File: src/rtl/dmem_arbiter_pkg.sv
// Shared definitions for the data-memory arbiter: FSM state encoding,
// port identifiers and latency-counter width.
package dmem_arbiter_pkg;

  typedef enum logic [1:0] {
    ARB_IDLE  = 2'd0,
    ARB_ISSUE = 2'd1,
    ARB_WAIT  = 2'd2,
    ARB_ACK   = 2'd3
  } arb_state_t;

  localparam logic PORT_CORE = 1'b0;
  localparam logic PORT_LOAD = 1'b1;

  // Wide enough for MEM_LATENCY-1 with MEM_LATENCY up to 15.
  localparam int unsigned CNT_W = 4;

endpackage

File: src/rtl/dmem_arbiter_rr_pick2.sv
// Combinational two-way round-robin selector; on a tie the port that did
// not win last time is chosen.
module rr_pick2
  import dmem_arbiter_pkg::*;
(
  input  logic req0,
  input  logic req1,
  input  logic last_grant,
  output logic gnt_valid,
  output logic gnt_id
);

  always_comb begin
    gnt_valid = req0 | req1;
    gnt_id    = PORT_CORE;
    if (req0 && req1) begin
      gnt_id = ~last_grant;
    end else if (req1) begin
      gnt_id = PORT_LOAD;
    end
  end

endmodule

File: src/rtl/dmem_arbiter.sv
// Shares one data-memory port between the core LSU (port 0) and the
// loader/DMA (port 1); one transaction at a time, round-robin on ties.
module dmem_arbiter
  import dmem_arbiter_pkg::*;
#(
  parameter int unsigned AW          = 32,
  parameter int unsigned DW          = 32,
  parameter int unsigned MEM_LATENCY = 1
) (
  input  logic          clk,
  input  logic          rst_n,
  input  logic          m0_req,
  input  logic          m0_we,
  input  logic [AW-1:0] m0_addr,
  input  logic [DW-1:0] m0_wdata,
  output logic          m0_ack,
  output logic [DW-1:0] m0_rdata,
  input  logic          m1_req,
  input  logic          m1_we,
  input  logic [AW-1:0] m1_addr,
  input  logic [DW-1:0] m1_wdata,
  output logic          m1_ack,
  output logic [DW-1:0] m1_rdata,
  output logic          mem_en,
  output logic          mem_we,
  output logic [AW-1:0] mem_addr,
  output logic [DW-1:0] mem_wdata,
  input  logic [DW-1:0] mem_rdata,
  output logic          busy,
  output logic          grant_id
);

  localparam logic [CNT_W-1:0] CNT_LOAD = CNT_W'(MEM_LATENCY - 1);

  arb_state_t       state;
  arb_state_t       state_next;
  logic [CNT_W-1:0] cnt;
  logic             last_grant;
  logic             gnt_valid;
  logic             gnt_id;
  logic             grant_fire;
  logic             capture;

  rr_pick2 u_pick (
    .req0       (m0_req),
    .req1       (m1_req),
    .last_grant (last_grant),
    .gnt_valid  (gnt_valid),
    .gnt_id     (gnt_id)
  );

  always_ff @(posedge clk or negedge rst_n) begin
    if (!rst_n) begin
      state <= ARB_IDLE;
    end else begin
      state <= state_next;
    end
  end

  // ISSUE always hands over to WAIT; with MEM_LATENCY=1 the counter is
  // loaded with zero, so WAIT captures on its first cycle.
  always_comb begin
    state_next = state;
    grant_fire = 1'b0;
    capture    = 1'b0;
    case (state)
      ARB_IDLE: begin
        if (gnt_valid) begin
          grant_fire = 1'b1;
          state_next = ARB_ISSUE;
        end
      end
      ARB_ISSUE: state_next = ARB_WAIT;
      ARB_WAIT: begin
        if (cnt == '0) begin
          capture    = 1'b1;
          state_next = ARB_ACK;
        end
      end
      ARB_ACK:  state_next = ARB_IDLE;
      default:  state_next = ARB_IDLE;
    endcase
  end

  always_ff @(posedge clk or negedge rst_n) begin
    if (!rst_n) begin
      mem_en     <= 1'b0;
      mem_we     <= 1'b0;
      mem_addr   <= '0;
      mem_wdata  <= '0;
      grant_id   <= PORT_CORE;
      last_grant <= PORT_LOAD;
      cnt        <= '0;
      m0_ack     <= 1'b0;
      m1_ack     <= 1'b0;
      m0_rdata   <= '0;
      m1_rdata   <= '0;
    end else begin
      mem_en <= grant_fire;
      if (grant_fire) begin
        mem_we     <= (gnt_id == PORT_LOAD) ? m1_we    : m0_we;
        mem_addr   <= (gnt_id == PORT_LOAD) ? m1_addr  : m0_addr;
        mem_wdata  <= (gnt_id == PORT_LOAD) ? m1_wdata : m0_wdata;
        grant_id   <= gnt_id;
        last_grant <= gnt_id;
      end

      if (state == ARB_ISSUE) begin
        cnt <= CNT_LOAD;
      end else if (state == ARB_WAIT && cnt != '0) begin
        cnt <= cnt - 1'b1;
      end

      m0_ack <= capture && (grant_id == PORT_CORE);
      m1_ack <= capture && (grant_id == PORT_LOAD);
      if (capture && grant_id == PORT_CORE) begin
        m0_rdata <= mem_rdata;
      end
      if (capture && grant_id == PORT_LOAD) begin
        m1_rdata <= mem_rdata;
      end
    end
  end

  assign busy = (state != ARB_IDLE);

endmodule

File: config.mk
export PLATFORM = sky130hd
export DESIGN_NAME = dmem_arbiter
export DESIGN_NICKNAME = d
export VERILOG_FILES = /design/src/rtl/dmem_arbiter_pkg.sv /design/src/rtl/dmem_arbiter_rr_pick2.sv /design/src/rtl/dmem_arbiter.sv
export SDC_FILE = /design/constraint.sdc
export NUM_CORES = 1
export LEC_CHECK = 0
export CELL_PAD_IN_SITES_DETAIL_PLACEMENT = 1
export CELL_PAD_IN_SITES_GLOBAL_PLACEMENT = 2
export CORE_MARGIN = 5
export CORE_UTILIZATION = 25
export DETAILED_ROUTE_END_ITERATION = 10
export HOLD_SLACK_MARGIN = 0.05
export PLACE_DENSITY_LB_ADDON = 0.1
export SLEW_MARGIN = 40
export SYNTH_ARGS = -nofsm -noshare
export SYNTH_HDL_FRONTEND = slang
export SYNTH_SLANG_ARGS = --single-unit
File: constraint.sdc
create_clock -name clk -period 2.5 [get_ports clk]
set_clock_uncertainty 0.2 [all_clocks]
set_input_delay 0.625 -clock clk [delete_from_list [all_inputs] [get_ports clk]]
set_output_delay 0.625 -clock clk [all_outputs]
set_load 0.02 [all_outputs]
==> results of run 1 <==
-- kinds of logic after synthesis --
group | after synthesis
buf+inv | 37
mux | 131
simple gates | 78
compound gates | 77
fa+ha+maj | 6
flops | 140
-- synth_stat cells --
cell type | count | area share [%]
a31o_2 | 1 | 0.14
or3_2 | 1 | 0.12
nor3b_1 | 1 | 0.12
nand2_1 | 68 | 4.1
inv_1 | 7 | 0.43
dfrtp_1 | 139 | 56
nor2b_2 | 1 | 0.14
or3b_4 | 1 | 0.18
nor2_1 | 3 | 0.18
mux2_4 | 37 | 9.0
and4bb_1 | 1 | 0.20
a21oi_1 | 4 | 0.33
clkbuf_8 | 1 | 0.22
mux2_2 | 24 | 4.4
mux2i_1 | 66 | 11
nor4b_1 | 1 | 0.14
o32a_1 | 1 | 0.16
clkbuf_1 | 6 | 0.37
mux2_1 | 4 | 0.73
o21ai_1 | 40 | 3.3
dfstp_2 | 1 | 0.43
buf_12 | 4 | 1.3
a31oi_1 | 1 | 0.10
nand4b_4 | 1 | 0.39
buf_2 | 9 | 0.73
a311oi_1 | 1 | 0.14
ha_1 | 6 | 1.2
o21ai_0 | 27 | 2.2
buf_4 | 2 | 0.24
buf_6 | 8 | 1.5
a21bo_1 | 1 | 0.16
a211oi_1 | 1 | 0.12
-- state kept, by name (all words and copies together) (netlist names) --
register,flops
cnt,4
mem_en,1
state,2
last_grant,1
mem_we,1
grant_id,1
mem_wdata,32
m0_rdata,32
m1_rdata,32
m0_ack,1
m1_ack,1
mem_addr,32
-- per-layer routing --
layer	vias up	global-route usage, %	share of wire [%]
met3	18	6.518	10
met5	-	0	0.034
li1	2247	-	-
met4	2	3.664	1.2
met1	2277	16.09	39
met2	189	24.37	49
-- power by group --
group / total, W / switching [W] / internal (W) / leakage, nW
Clock: 0.00240 / 0.00110 / 0.00130 / 0.262
Combinational: 0.00676 / 0.00329 / 0.00346 / 2.55
Sequential: 0.00402 / 0.000625 / 0.00339 / 1.69
Total: 0.0132 / 0.00502 / 0.00816 / 4.51
-- critical path, cell delays in order (launching register included) --
cell,delay (ns)
dfrtp_1,0.40
inv_1,0.12
ha_2,0.26
inv_1,0.07
dlygate4sd2_1,0.33
-- timing repair --
action                     4_1_cts  5_1_grt
setup endpoints to repair        1       33
cloned                           0        1
hold endpoints to repair        37        0
hold buffers                     1        0
resized for setup                1        4
-- cell type report --
type	count	area, sq um	share of cell area, %
Tap cell	324	405.4	4.000
Clock inverter	15	127.6	1.259
Timing Repair Buffer	316	3236	31.93
Multi-Input combinational cell	293	2409	23.77
Inverter	7	26.28	0.2593
Sequential cell	140	3506	34.59
Clock buffer	17	425.4	4.198
-- worst max-delay path by stage --
stage	from	depth (start not counted)	to	slack (ns)
2_1_floorplan	cnt[0]	7	m0_rdata[10]	0.57
3_3_place_gp	cnt[0]	5	m1_rdata[21]	0.13
3_5_place_dp	cnt[0]	5	m1_rdata[2]	0.04
4_1_cts	state[0]	4	busy	0.0002
5_1_grt	state[0]	4	busy	0.006
6_report	state[0]	4	busy	0.1
-- stage by stage --
stage	setup slack, ns	std cells	total power [W]	util, %
after floorplan	0.5660	469	0.007619	-
after global placement	0.1255	1078	0.01073	39.23
after detailed placement	0.04281	1078	0.01090	39.23
after CTS	0.0002486	1111	0.01340	41.54
after global routing	0.006147	1112	0.01398	41.67
final	0.09645	1112	0.01318	41.67
==> impl_metrics.py, run 1 <==
metrics = {
    "worst_setup_path": {
        "critPathMaxFanout": 5,
        "reg2reg_from": "cnt[0]",
        "rr_endpoint": "m0_rdata[2]",
        "required_ns": 1.67,
        "setup.worst_path.start_class": "register",
        "critical_path_class": "reg -> out",
        "worstSetupEndpointType": "output pin",
        "reg2regPathDepth": 6,
        "ff2ff_setup_slack_ns": 0.25,
        "cp.arrival_ns": 1.58,
    },
    "floorplan": {
        "fp.dieH_um": 166.9,
        "initial_core_util_pct": 25.32,
        "io_pins": 300,
        "dieArea_sq_um": 27870,
        "die_width_um": 166.9,
        "core_sq_um": 24320,
        "fp-row-count": 57,
    },
    "grt": {
        "grt_usage_pct": 14.22,
        "grt.overflow.total": 0,
        "grt_pass1_vias": 5326,
        "grt_pass1_wl_um": 30960,
        "antenna_found_initial": 1,
        "grt_max_degree": 58,
    },
    "logic_synthesis": {
        "synth_top_family_by_area": "multiplexers",
        "synthCells": 469,
        "synth.avg_cell_area_sq_um": 13.13,
        "ys_seq_area_share_pct": 56.92,
        "synth_fa_ha_area_share_pct": 1.219,
        "synth_mux_area_share_pct": 24.87,
        "ys_ff_latch": 140,
        "syn-num-nets": 641,
        "synth-simple-area-share_pct": 5.629,
        "synth-xor-area-share_pct": 0,
        "synth_cell_types": 32,
        "yosysWarningCount": 0,
        "mappedNetlistArea_sq_um": 6157,
        "synth_compound_area_share_pct": 6.604,
    },
    "timing": {
        "holdWs_ns": 0.2774,
        "period_share_pct": 96.14,
        "drv_slew": 0,
        "setup_viol": 0,
        "fmax_ghz": 0.4161,
        "tightest_slew_ns": 0.4471,
        "hold_viol": 0,
        "finalSetupTns_ns": 0,
        "rsz0062_at_grt": "false",
        "slew_headroom_pct": 70.15,
        "fin_crit_ns": 2.404,
    },
    "cts": {
        "cts.sinks": 140,
        "htree_levels": 4,
        "post-cts-setup-buffers": 0,
        "root_buffer": "clkbuf_16",
        "clk_pin_slew_ns": 0.06,
        "tritoncts": "done",
        "ctsLongestPathBuffers": 2,
        "numCtsBuffers": 17,
        "worst_skew_pair.late_latency_ns": 0.41,
    },
    "drt": {
        "drt-initial-drc-count": 133,
        "drcViolationCount": 0,
        "drt_wl_total_um": 20540,
        "routed_via_density": 4.256,
        "first_pass_iters": 4,
        "wire_per_inst_um": 18.47,
        "num_vias": 4733,
        "antenna_left": 0,
    },
    "place": {
        "place_area_sq_um": 9540,
        "port_buffers": 299,
        "place_congestion": 0.7562,
        "post-dp-hpwl_um": 15440,
    },
    "layout": {
        "final_cell_area_sq_um": 10130,
        "most-common-layout-cells": "297 x clkdlybuf4s50_1, 138 x dfrtp_1, 68 x nand2_1",
        "area_growth_pct": 64.60,
        "fin_nets": 947,
        "drive_above_1_share_pct": 15.48,
        "fill_cells": 2588,
        "layout_commonest_cell": "clkdlybuf4s50_1",
        "antenna_cells": 0,
    },
    "outcome": {
        "status": "complete, no violations",
    },
    "hold_path": {
        "hold_depth": 2,
        "min_to": "mem_wdata[20]",
        "min-delay-start": "mem_wdata[20]",
        "hp-class": "reg -> reg",
    },
    "power": {
        "pwr_density_cell_nw_per_um2": 1300,
        "p_leak_nw": 4.508,
        "peakVddDrop_mv": 0.4409,
    },
    "run": {
        "max_cap_viol_count": 0,
    },
}
Note: power is estimated with default switching activity, not from simulation.
==> inputs of run 2 (changes only) <==
--- a/config.mk
+++ b/config.mk
@@ -5,13 +5,14 @@
 export SDC_FILE = /design/constraint.sdc
 export NUM_CORES = 1
 export LEC_CHECK = 0
+export CAP_MARGIN = 20
 export CELL_PAD_IN_SITES_DETAIL_PLACEMENT = 1
 export CELL_PAD_IN_SITES_GLOBAL_PLACEMENT = 2
-export CORE_MARGIN = 5
 export CORE_UTILIZATION = 25
 export DETAILED_ROUTE_END_ITERATION = 10
 export HOLD_SLACK_MARGIN = 0.05
 export PLACE_DENSITY_LB_ADDON = 0.1
+export REMOVE_ABC_BUFFERS = 1
 export SLEW_MARGIN = 40
 export SYNTH_ARGS = -nofsm -noshare
 export SYNTH_HDL_FRONTEND = slang
==> run 2 against run 1 <==
Routed wire length shrank 5.0%. Combinational power barely moved. Critical path depth fell by 3. Sequential share of layout area is 0.28 points lower. Largest cell class unchanged. Die area is 9.4% lower. Clock power is 11% higher. Critical endpoint is now grant_id.
==> impl_metrics.py, run 2 (same netlist as run 1, synthesis figures left out) <==
metrics = {
    "layout": {
        "antenna_cells": 0,
        "drive_above_1_share_pct": 15.91,
        "most-common-layout-cells": "297 x clkdlybuf4s50_1, 138 x dfrtp_1, 68 x nand2_1",
        "area_growth_pct": 65.92,
        "fin_nets": 951,
        "layout_commonest_cell": "clkdlybuf4s50_1",
    },
    "timing": {
        "fmax_ghz": 0.4204,
        "fin_crit_ns": 2.379,
        "setup_viol": 0,
        "rsz0062_at_grt": "false",
        "tightest_slew_ns": 0.4412,
        "hold_viol": 0,
        "finalSetupTns_ns": 0,
        "setup_ws_ns": 0.1213,
        "drv_slew": 0,
        "slew_headroom_pct": 70.47,
        "period_share_pct": 95.15,
    },
    "drt": {
        "wire_per_inst_um": 17.49,
        "drt-initial-drc-count": 177,
        "routed_via_density": 4.302,
        "num_vias": 4801,
        "drt_wl_total_um": 19520,
        "first_pass_iters": 4,
        "antenna_left": 0,
        "drcViolationCount": 0,
    },
    "cts": {
        "clk_pin_slew_ns": 0.06,
        "ctsLongestPathBuffers": 2,
        "cts.sinks": 140,
        "post-cts-setup-buffers": 0,
        "tritoncts": "done",
        "numCtsBuffers": 17,
        "root_buffer": "clkbuf_16",
        "htree_levels": 4,
        "worst_skew_pair.late_latency_ns": 0.42,
    },
    "worst_setup_path": {
        "crit_chain": "clkdlybuf4s50_1",
        "required_ns": 1.67,
        "cp.arrival_ns": 1.55,
        "slowest_delay_ns": 0.66,
        "worstSetupEndpointType": "output pin",
        "setup.worst_path.start_class": "register",
        "critPathBufInv": 1,
        "slowest_stage": "clkdlybuf4s50_1",
        "critical_path_class": "reg -> out",
        "crit_family": "buffers and inverters",
        "critPathMaxFanout": 5,
    },
    "grt": {
        "grt_pass1_wl_um": 31070,
        "antenna_found_initial": 0,
        "grt_usage_pct": 15.93,
        "grt.overflow.total": 0,
        "grt_max_degree": 43,
        "grt_pass1_vias": 5313,
    },
    "floorplan": {
        "fp.dieH_um": 158.9,
        "io_pins": 300,
        "dieArea_sq_um": 25260,
        "core_sq_um": 24250,
        "die_width_um": 158.9,
        "fp-row-count": 57,
        "initial_core_util_pct": 25.39,
    },
    "place": {
        "port_buffers": 299,
        "post-dp-hpwl_um": 14690,
        "place_congestion": 0.7306,
        "dpl_worst_slack_ns": 0.007309,
    },
    "power": {
        "peakVddDrop_mv": 0.4781,
        "pwr_density_cell_nw_per_um2": 1310,
        "finalPower_w": 0.01339,
        "p_leak_nw": 4.555,
    },
    "hold_path": {
        "hp-class": "reg -> reg",
    },
    "run": {
        "max_cap_viol_count": 0,
    },
    "outcome": {
        "status": "complete, no violations",
    },
}
run 2: worst paths after layout:
| check | start | to | slack (ns) | depth (start not counted) |
|---|---|---|---|---|
| max | grant_id | grant_id | 0.12 | 1 |
| min | mem_wdata[10] | mem_wdata[10] | 0.28 | 2 |
| max reg2reg | cnt[0] | m0_rdata[0] | 0.24 | 6 |
| min reg2reg | mem_wdata[10] | mem_wdata[10] | 0.28 | 2 |
| max in group asynchronous | rst_n | m1_rdata[18] | 0.87 | 3 |
| min in group asynchronous | rst_n | m1_rdata[4] | 0.53 | 2 |
run 2: routing by layer:
layer  up-vias  track usage (%)  wire [um]
li1       2243                -          -
met3        14            6.668       1782
met1      2344            19.25       8028
met4         0            4.808        256
met5         -                0          0
met2       200            25.78       9449
run 2: what timing repair did:
| item | 4_1_cts | 5_1_grt |
|---|---|---|
| hold buffers | 1 | 0 |
| endpoints found under the setup margin | 1 | 33 |
| hold endpoints to repair | 36 | 0 |
| resized for setup | 1 | 5 |
| gates cloned | 0 | 1 |
run 2: report_power, final:
part | switching [W] | leakage (nW) | internal, W
logic | 0.00325 | 2.56 | 0.00347
clock network | 0.00113 | 0.299 | 0.00153
registers | 0.000614 | 1.69 | 0.00339
run 2: stage by stage:
| stage | hold slack (ns) | utilization [%] | std cells | instance area [sq um] |
|---|---|---|---|---|
| floorplan | 0.1294 | - | 439 | 5891 |
| global placement | 0.2632 | 39.37 | 1082 | 9545 |
| detailed placement | 0.2701 | 39.37 | 1082 | 9545 |
| CTS | 0.2856 | 41.96 | 1115 | 10170 |
| global route | 0.3173 | 42.13 | 1116 | 10220 |
| finish | 0.2812 | 42.13 | 1116 | 10220 |
run 2: cell type report:
type                    instances  area (sq um)
clock buffers                  17         425.4
flip-flops and latches        140          3506
inverters                       7         26.28
repair buffers                320          3241
clock inverters                15         193.9
multi-input cells             293          2419
fillers                      2588         14030
well taps                     324         405.4
==> inputs of run 3 (changes only) <==
--- a/config.mk
+++ b/config.mk
@@ -8,6 +8,7 @@
 export CAP_MARGIN = 20
 export CELL_PAD_IN_SITES_DETAIL_PLACEMENT = 1
 export CELL_PAD_IN_SITES_GLOBAL_PLACEMENT = 2
+export CORE_MARGIN = 1
 export CORE_UTILIZATION = 25
 export DETAILED_ROUTE_END_ITERATION = 10
 export HOLD_SLACK_MARGIN = 0.05
==> results of run 3 <==
Final layout, timing and power as in run 2 (identical DEF).
==> edit (flow settings as in run 3) <==
Change the parameter `AW` from 32 to 16.
--- a/src/rtl/dmem_arbiter.sv
+++ b/src/rtl/dmem_arbiter.sv
@@ -3,7 +3,7 @@
 module dmem_arbiter
   import dmem_arbiter_pkg::*;
 #(
-  parameter int unsigned AW          = 32,
+  parameter int unsigned AW          = 16,
   parameter int unsigned DW          = 32,
   parameter int unsigned MEM_LATENCY = 1
 ) (
Ports: changed (resized m0_addr, m1_addr and mem_addr); port bits go from 300 to 252. No check against the original RTL was run, so the function may have changed too.
==> edit against run 3 <==
Total power down 11%; area after synthesis down 13%; synthesized cell count down 15%; cell area down 13%; routed wire length down 20%; worst setup slack worse by 0.52 ps; critical path type unchanged; sequential cell count down 16; largest power group unchanged.
==> edit: results (changes against run 3) <==
Critical path buffers and inverters=3 (+2); crit path max fanout=5 (unchanged); Post-DP HPWL=11700 um (-21%); number of standard cells in the layout, taps in and fillers out=954 (-15%); routed wire length per instance=16.4 um (-6.2%); hold path startpoint=mem_wdata[28]; Top FF cell, synth=dfrtp_1; layout net count=806 (-15%); r2r endpoint=m1_rdata[2]; static power due to leakage=0.00396 uW (-13%); port buffer count=251 (-16%); via count of the first global-routing pass=4612 (-13%); RD Place Congestion=0.718 (-1.7%); setup slack at placement=67.4 ps (+60.1 ps); CTS H-tree depth=4 (unchanged); result of the run=finished clean; IR Drop Worst-Case VDD=0.451 mV (-5.7%); CP max stage cell=dfrtp_1; global-route wire length before repair=24800 um (-20%); number of DRC markers in iteration 0=70 (-60%); post-placement cell count=921 (-15%); number of synthesis warnings=0 (unchanged); slowest stage delay, CP=400 ps (-260 ps); number of filler instances in the final layout=2212 (-15%); remaining max-slew budget at the tightest pin=0.537 (-0.168); share of synthesized cell area in full adder, half adder and majority cells=0.0140 (+0.00179); worst setup path start=state[0]; maximum number of pins on one net before global-route repair=70 (+63%); overall routing resource usage=0.147 (-0.0126); path depth of the worst reg2reg path=5 (-1); vias after detailed routing=4076 (-15%); sequential element share of the synthesized area=0.578 (+0.00899); post-synthesis compound-gate area fraction=0.0615 (-0.00452); share of cell area taken by muxes after synthesis=0.250 (+0.00110); final critical-path share of the clock period=0.952 (about the same); Top Family by Delay on Critical Path=buffers and inverters; commonest cells in the synthesized netlist=123 x dfrtp_1, 52 x nand2_1, 50 x mux2i_1, 50 x o21ai_0, 32 x mux2_2; Regs by FF count=m0_rdata: 32 flops, m1_rdata: 32 flops, mem_wdata: 32 flops; worst setup path endpoint=busy; Synth top area share=0.573 (+0.00837); flop-to-flop setup slack=130 ps (-110 ps); share of post-route cells with drive strength above 1=0.184 (+0.0250); mean post-synth cell area=13.5 sq um (+2.5%); number of unique standard cell types used by synthesis=31 (-3.1%); path category of the worst min-delay check=reg2reg; top post-synthesis cells by area=dfrtp_1 57%, mux2i_1 9.3%, mux2_4 8.1%
-- edit: cell types whose count changed after synthesis, moves of 3 or more --
| cell | run 3 | this run |
|---|---|---|
| mux2_2 | 24 | 32 |
| o21ai_0 | 27 | 50 |
| o21ai_1 | 40 | 0 |
| nand2_1 | 68 | 52 |
| clkbuf_1 | 6 | 10 |
| dfrtp_1 | 139 | 123 |
| buf_2 | 9 | 1 |
| mux2_4 | 37 | 29 |
| buf_6 | 8 | 4 |
| buf_4 | 2 | 5 |
| mux2i_1 | 66 | 50 |
-- edit: what timing repair did --
action | in CTS | in global routing
endpoints found under the hold margin | 8 | 0
hold buffers | 1 | 0
gates resized for setup | 1 | 3
pin swaps | 0 | 0
setup endpoints to repair | 1 | 4
setup buffers | 0 | 0
-- edit: cells by family (layout without fill, tap and decap cells) --
logic type	Yosys count	in the layout
buffers and inverters	31	311
AND/OR/NAND/NOR	62	62
AO/OA/AOI/OAI	61	61
flip-flops	124	124
adder cells (fa/ha/maj)	6	6
multiplexers	115	115
-- edit: final cells by class --
class                      instances  area share
inverter                           7     0.00295
tap                              275      0.0386
clock buffer                      18      0.0481
timing repair buffer             272       0.312
multi-input combinational        244       0.230
clock inverter                    14      0.0208
sequential                       124       0.348
-- edit: routing by layer --
layer,vias to the layer above,part of all wire,track usage
met5,-,0,0
met4,0,0.012,0.0510
met3,15,0.12,0.0644
met2,180,0.46,0.239
met1,1962,0.41,0.170
li1,1919,-,-
-- edit: worst min path at each step --
stage / endpoint / slack (ps) / cells past startpoint
after global routing: mem_addr[13] / 310 / 2
after CTS: mem_wdata[12] / 280 / 2
after global placement: mem_addr[8] / 260 / 2
after floorplan: cnt[0] / 130 / 0
after detailed placement: m1_rdata[1] / 270 / 1
final: mem_wdata[28] / 280 / 2
-- edit: stage by stage --
stage	utilization	total power [uW]	hold slack, ps	TNS, ps	instance area [sq um]
2_1_floorplan	-	6480	129	-32460	5160
3_3_place_gp	0.394	9360	261	0	8290
3_5_place_dp	0.394	9490	272	0	8290
4_1_cts	0.424	12200	285	0	8910
5_1_grt	0.424	12700	311	-23.9	8920
6_report	0.424	12000	277	0	8920
-- edit: tightest hold or removal path: stages (launching register included) --
cell and delay [ps]:
dfrtp_1 340, nand2_1 40, o21ai_0 60
-- edit: where the power goes --
part           internal (uW)  switching, uW  total, uW  leakage (uW)
Sequential              3000            517       3520       0.00150
Combinational           3090           2780       5870       0.00216
Clock                   1590            984       2580      0.000295
